### src/rtl/bp_resolve_queue.sv
// In-order tracker of predicted branches: pops on resolve, trains the 2-bit
// predictor, flags mispredicts, squashes wrong-path entries and keeps statistics.
module bp_resolve_queue #(
  parameter int IDX_W = 8,
  parameter int DEPTH = 4,
  parameter int CNT_W = 16
) (
  input  logic             clk,
  input  logic             rst_n,
  input  logic             push,
  input  logic [IDX_W-1:0] push_idx,
  input  logic             push_pred,
  output logic             full,
  output logic             empty,
  input  logic             resolve_valid,
  input  logic             resolve_taken,
  input  logic             flush,
  output logic             upd_en,
  output logic [IDX_W-1:0] upd_idx,
  output logic             upd_actual,
  output logic             mispredict,
  output logic             resolve_err,
  output logic             overflow,
  output logic [CNT_W-1:0] br_count,
  output logic [CNT_W-1:0] miss_count
);
  localparam int PW = $clog2(DEPTH);
  localparam int CW = PW + 1;

  typedef struct packed {
    logic [IDX_W-1:0] idx;
    logic             pred;
  } entry_t;

  entry_t        mem_q [DEPTH];
  logic [PW-1:0] rd_ptr_q, rd_ptr_d, wr_ptr_q, wr_ptr_d;
  logic [CW-1:0] count_q, count_d;

  entry_t head;
  logic   pop, miss, clr, push_ok, drop;

  assign full  = (count_q == CW'(DEPTH));
  assign empty = (count_q == '0);
  assign head  = mem_q[rd_ptr_q];

  // Resolve is evaluated first; a clear (mispredict or flush) then kills any push.
  assign pop     = resolve_valid & ~empty;
  assign miss    = pop & (head.pred != resolve_taken);
  assign clr     = miss | flush;
  assign push_ok = push & (~full | pop) & ~clr;
  assign drop    = push & full & ~pop & ~clr;

  always_comb begin
    rd_ptr_d = rd_ptr_q;
    wr_ptr_d = wr_ptr_q;
    count_d  = count_q;
    if (clr) begin
      rd_ptr_d = wr_ptr_q;
      count_d  = '0;
    end else begin
      rd_ptr_d = rd_ptr_q + PW'(pop);
      wr_ptr_d = wr_ptr_q + PW'(push_ok);
      count_d  = count_q + CW'(push_ok) - CW'(pop);
    end
  end

  // When full with a same-cycle pop, wr_ptr equals rd_ptr: head is read before the slot is rewritten.
  always_ff @(posedge clk) begin
    if (push_ok) mem_q[wr_ptr_q] <= '{idx: push_idx, pred: push_pred};
  end

  always_ff @(posedge clk or negedge rst_n) begin
    if (!rst_n) begin
      rd_ptr_q    <= '0;
      wr_ptr_q    <= '0;
      count_q     <= '0;
      upd_en      <= 1'b0;
      upd_idx     <= '0;
      upd_actual  <= 1'b0;
      mispredict  <= 1'b0;
      resolve_err <= 1'b0;
      overflow    <= 1'b0;
      br_count    <= '0;
      miss_count  <= '0;
    end else begin
      rd_ptr_q    <= rd_ptr_d;
      wr_ptr_q    <= wr_ptr_d;
      count_q     <= count_d;
      upd_en      <= pop;
      mispredict  <= miss;
      resolve_err <= resolve_valid & empty;
      if (drop) overflow <= 1'b1;
      if (pop) begin
        upd_idx    <= head.idx;
        upd_actual <= resolve_taken;
        br_count   <= br_count + CNT_W'(1);
        if (miss) miss_count <= miss_count + CNT_W'(1);
      end
    end
  end
endmodule

### config.mk
export PLATFORM = sky130hd
export DESIGN_NAME = bp_resolve_queue
export DESIGN_NICKNAME = d
export VERILOG_FILES = /design/src/rtl/bp_resolve_queue.sv
export SDC_FILE = /design/constraint.sdc
export NUM_CORES = 1
export LEC_CHECK = 0
export ABC_AREA = 0
export ABC_CLOCK_PERIOD_IN_PS = 3340
export BUFFER_PORTS_ARGS = -buffer_cell sky130_fd_sc_hd__buf_2
export CAP_MARGIN = 20
export CORE_ASPECT_RATIO = 1.5
export CORE_UTILIZATION = 40
export CTS_BUF_LIST = sky130_fd_sc_hd__clkbuf_4
export DETAILED_ROUTE_END_ITERATION = 8
export HOLD_SLACK_MARGIN = 0.05
export RECOVER_POWER = 100
export SLEW_MARGIN = 20
export SYNTH_ARGS = -nofsm -noshare
export SYNTH_HDL_FRONTEND = slang
export SYNTH_SLANG_ARGS = --single-unit
### constraint.sdc
create_clock -name clk -period 3.34 [get_ports clk]
set_clock_uncertainty 0.1 [all_clocks]
set_input_delay 0.334 -clock clk [delete_from_list [all_inputs] [get_ports clk]]
set_output_delay 0.334 -clock clk [all_outputs]
set_load 0.05 [all_outputs]
Yosys cells after proc, flatten, opt, wreduce, memory -nomap -nowiden
Memory sizes are Yosys's and may differ from the RTL's.
Index checks and enable logic that the tools add are counted.

storage, ports and cells
  register bits after elaboration = 52
  RAM bits = 36
  word-level logic and storage cells = 40
  memories = 1

cells by class
  add/subtract/negate cells = 6
  eq/ne operators = 2
  muxes and demuxes = 4
  bitwise gates (word level) = 14
  reduce and logical (&&, ||, !) cells = 2

memory list
  name   words  width  rd ports  clocked after memory_dff  write ports  RTL line  source
  mem_q  4      9      1         0                         1            35        entry_t mem_q [DEPTH];

operator list
  cell                     count
  $add A16 B1 Y16 const B  2
  $and A1 B1 Y1            8
  $add A2 B1 Y2            2
  $not A1 Y1               4
  $add A3 B1 Y3            1
  $eq A3 B3 Y1 const B     1
  $logic_not A3 Y1         1
  $mux W3                  1
  $sub A3 B1 Y3            1
  $mux W1                  2
  $mux W2                  1
  $or A1 B1 Y1             2
  $reduce_and A2 Y1        1
  $ne A1 B1 Y1             1

Logic depth before layout (Yosys ltp)
  depth in word-level cells = 10
  gate-level depth with buffers = 12

Worst setup path before layout
No wires, ideal clock.

  path type = flip-flop to flip-flop
  from = reg rd_ptr_q[1]
  to = reg count_q[2]
  arrival = 2.752 ns
  data required time = 3.154 ns
  slack = 0.402 ns
  stages on the path, launching flop included = 13
  path buffers = 1
  clock period less this slack = 2.938 ns
  cells stage by stage = dfrtp_1 -> buf_6 -> mux2i_1 -> mux2_4 -> o31ai_2 -> ha_1 -> inv_1 -> ha_1 -> inv_1 -> fa_1 -> xor2_1 -> xnor2_1 -> nor3_1

between the ends
  word-level cells in the longest chain between the ends = 9

ends and longest elaborated chain
  item                    RTL line  source
  from (decl)             36        logic [PW-1:0] rd_ptr_q, rd_ptr_d, wr_ptr_q, wr_ptr_d;
  from (signal assigned)  86        rd_ptr_q <= rd_ptr_d;
  $mem_v2 Z4 W9 *         --
  $ne A1 B1 Y1 *          48        assign miss = pop & (head.pred != resolve_taken);
  $and A1 B1 Y1 *         48
  $or A1 B1 Y1 *          49        assign clr = miss | flush;
  $not A1 Y1              50        assign push_ok = push & (~full | pop) & ~clr;
  $and A1 B1 Y1           50
  $add A3 B1 Y3           63        count_d = count_q + CW'(push_ok) - CW'(pop);
  $sub A3 B1 Y3           63
  $mux W3 *               57        if (clr) begin
  net count_d[2]          37        logic [CW-1:0] count_q, count_d;
  to (signal assigned)    88        count_q <= count_d;
  to (decl)               37

The timed path passes the listed nets; every way through them passes the cells marked *.
A chain may end at the register's enable or synchronous reset.

Final worst setup path
Same ends and word-level chain as after synthesis.

==> flow_metrics.tcl <==
set metrics [dict create \
    r2r_cells 11 \
    worst-path-max-fanout 14 \
    grt_usage_pct 16.3 \
    place_hpwl_um 5060 \
    worst_slack_ps 234 \
    dp_slack_ps 188 \
    wl_um 7360 \
    yosys_register_bits 88 \
    rrSetupSlack_ps 230 \
    yosys_warnings 0 \
    cp.arrival_ps 3370 \
    synth-edff-count 36 \
    max_freq_mhz 322 \
    r2r-end "count_q[2]" \
    synth-simple-area-share_pct 15.6 \
    worstSetupPathType "reg2reg" \
    synth_xor_area_share_pct 7.83 \
    synth.distinct_cells 37 \
    cts.sink_count 88 \
    ctsHoldBuffers 14 \
    met1_usage_pct 19.5 \
    use_met2_pct 27.1 \
    numCtsBuffers 9 \
    drv_cap 1 \
    status "finished, violations left" \
    drt_iter0_markers 168 \
    firstDrtPassIters 4 \
    routed_via_density 5.07 \
    vias 2419 \
    clock_path_buffers 2 \
    n_antenna_cell 0 \
    finalHoldViolations 0 \
    finalMaxSlewViolations 35 \
    muxShareOfSynthArea_pct 7.66 \
    syn_inst 270 \
    clkLatencyLatePin_ps 440 \
    synth_compound_area_share_pct 1.51 \
    avgSynthCellArea_um2 14.1 \
    cp-start-kind "register" \
    wl_per_cell_um 15.4 \
    drive_gt1_share_pct 10.7 \
    fillers 902 \
    gp_congestion 0.703 \
    top_usage_layer "met2" \
    post_cts_resized 0 \
    rows 43 \
    grt_max_degree 35 \
    finalInstanceArea_um2 4380 \
    synth_top_family_by_area "simple AND/OR/NAND/NOR gates" \
    cellPowerDensity_nw_per_um2 817 \
    die_h_um 121 \
    fin_tns_setup_ps 0 \
    die_w_um 81.6 \
    cts_root_buffer "clkbuf_4" \
    critical_path_required_ps 3600 \
    holdPathStages 1 \
    period_needed_ps 3110 \
    syn_nets 292 \
    hp-start "br_count[15]" \
    end_kind "register" \
    drc 0 \
    synth_top_flop_cell "dfrtp_1" \
    max-vdd-ir-drop_v 0.000388 \
    synthArstFlopShare_pct 59.1 \
    violations "capacitance limit, slew limit" \
    antenna_found_initial 0 \
    finalSetupViolCount 0 \
    synth_area_um2 3800 \
    post_cts_buffers 0 \
    worstHoldPathType "reg2reg" \
    yosys.area_share.adder_pct 2.50 \
    final_core_util_pct 47.4 \
    placedInstanceArea_um2 4280 \
    clkSlewWorstSetupHoldPaths_ps 140 \
    grtUsageMet3_pct 3.76 \
    rsz0062_at_grt "no" \
    final_nets 382 \
    yosysSeqAreaShare_pct 62.6 \
    hold_end "br_count[15]" \
    dieArea_um2 9910 \
    cts_tree "done" \
    core_um2 9250 \
    overflow 0 \
    cts-htree-levels 3 \
    grt_pass1_vias 2437 \
    worst_pin_slew_ps 1880 \
    io_pins 62 \
    numPortBuffers 61 \
    worstReg2RegStart "rd_ptr_q[1]" \
    max_slew_margin_pct -25.3 \
    leakagePower_nw 1.84 \
    antenna_left 0 \
    grt_first_pass_wirelength_um 12000 \
    area_delta_synth_final_pct 15.3 \
    timing.final.crit_share_pct 93.0 \
    initial_core_util_pct 41.1 \
]
## flip-flops by register name, indices dropped and copies added, names as in the netlist
name	flops
mem_q	36
rd_ptr_q	2
count_q	3
miss_count	16
wr_ptr_q	2
br_count	16
overflow	1
mispredict	1
upd_idx	8
upd_actual	1
resolve_err	1
upd_en	1
## worst max-delay path, stage by stage, from the launching register on
cell	delay, ps
dfrtp_1	600
mux2i_1	370
mux2_4	410
o31ai_2	230
ha_1	270
inv_1	60
ha_1	130
inv_1	50
fa_1	370
xor2_1	160
xnor2_1	130
nor3_1	140
## cell usage in the layout, fill, tap and decap left out, types with 2 or more instances in the layout
| master | n |
|---|---|
| clkbuf_1 | 65 |
| dfrtp_1 | 52 |
| nand2_1 | 37 |
| edfxtp_1 | 36 |
| xor2_1 | 20 |
| xnor2_1 | 14 |
| dlygate4sd3_1 | 14 |
| nor3_1 | 10 |
| nand3_1 | 10 |
| nand4_1 | 9 |
| clkbuf_4 | 9 |
| inv_1 | 8 |
| nor2_1 | 8 |
| mux4_2 | 8 |
| and3_1 | 6 |
| nor4_1 | 6 |
| ha_1 | 6 |
| mux2i_1 | 4 |
| nor3b_1 | 4 |
| mux2_2 | 4 |
| buf_2 | 4 |
| nor4b_1 | 3 |
| and4_1 | 3 |
| nor2b_1 | 2 |
| and2_0 | 2 |
| inv_6 | 2 |
| clkinv_2 | 2 |
| buf_4 | 2 |
## stage by stage
stage / total power, mW / hold slack, ps / instances
floorplan: 2.75 / -61.6 / 270
global placement: 3.10 / 355 / 447
detailed placement: 3.13 / 359 / 447
CTS: 3.73 / 379 / 477
global route: 3.81 / 401 / 477
finish: 3.58 / 375 / 477
## where the power goes
group	switching, mW	internal, mW	total [mW]
Sequential	0.213	1.35	1.56
Combinational	1.00	0.424	1.43
Clock	0.359	0.229	0.588
Total	1.58	2.00	3.58
## worst max path at each step
stage	cells after the start	startpoint	slack [ps]	to
detailed placement	11	rd_ptr_q[1]	190	count_q[2]
global placement	11	rd_ptr_q[1]	320	count_q[2]
CTS	11	rd_ptr_q[1]	160	count_q[2]
floorplan	12	rd_ptr_q[1]	400	count_q[2]
global route	11	rd_ptr_q[1]	40	count_q[2]
finish	11	rd_ptr_q[1]	230	count_q[2]
## metal layers
metal  vias to the layer above  part of all wire, %  wire, um
met1                      1184                   42      3100
met2                        58                   51      3740
met5                         -                    0         0
met3                        19                  4.4       322
met4                         0                  2.7       197
li1                       1158                    -         -
## cell type report
type / count / area (um^2) / area share (%)
flip-flops and latches: 88 / 2380 / 54.3
multi-input cells: 167 / 1270 / 29.0
repair buffers: 86 / 424 / 9.67
well taps: 112 / 140 / 3.20
clock inverters: 7 / 68.8 / 1.57
clock buffers: 9 / 67.6 / 1.54
inverters: 8 / 30.0 / 0.685
## synth_stat cells, types with 6 or more instances
library cell | count | area [um^2]
mux4_2 | 8 | 180
nand3_1 | 10 | 50.1
and3_1 | 6 | 37.5
nor3_1 | 9 | 45.0
edfxtp_1 | 36 | 1080
ha_1 | 6 | 75.1
nand2_1 | 37 | 139
xor2_1 | 20 | 175
inv_1 | 7 | 26.3
nor2_1 | 8 | 30.0
nand4_1 | 9 | 56.3
dfrtp_1 | 52 | 1300
xnor2_1 | 14 | 123
## kinds of logic after synthesis
logic type / Yosys count
xor+xnor: 34
flops: 88
simple gates: 103
fa+ha+maj: 7
mux: 18
buf+inv: 15
compound gates: 5
(Power assumes the default switching activity.)
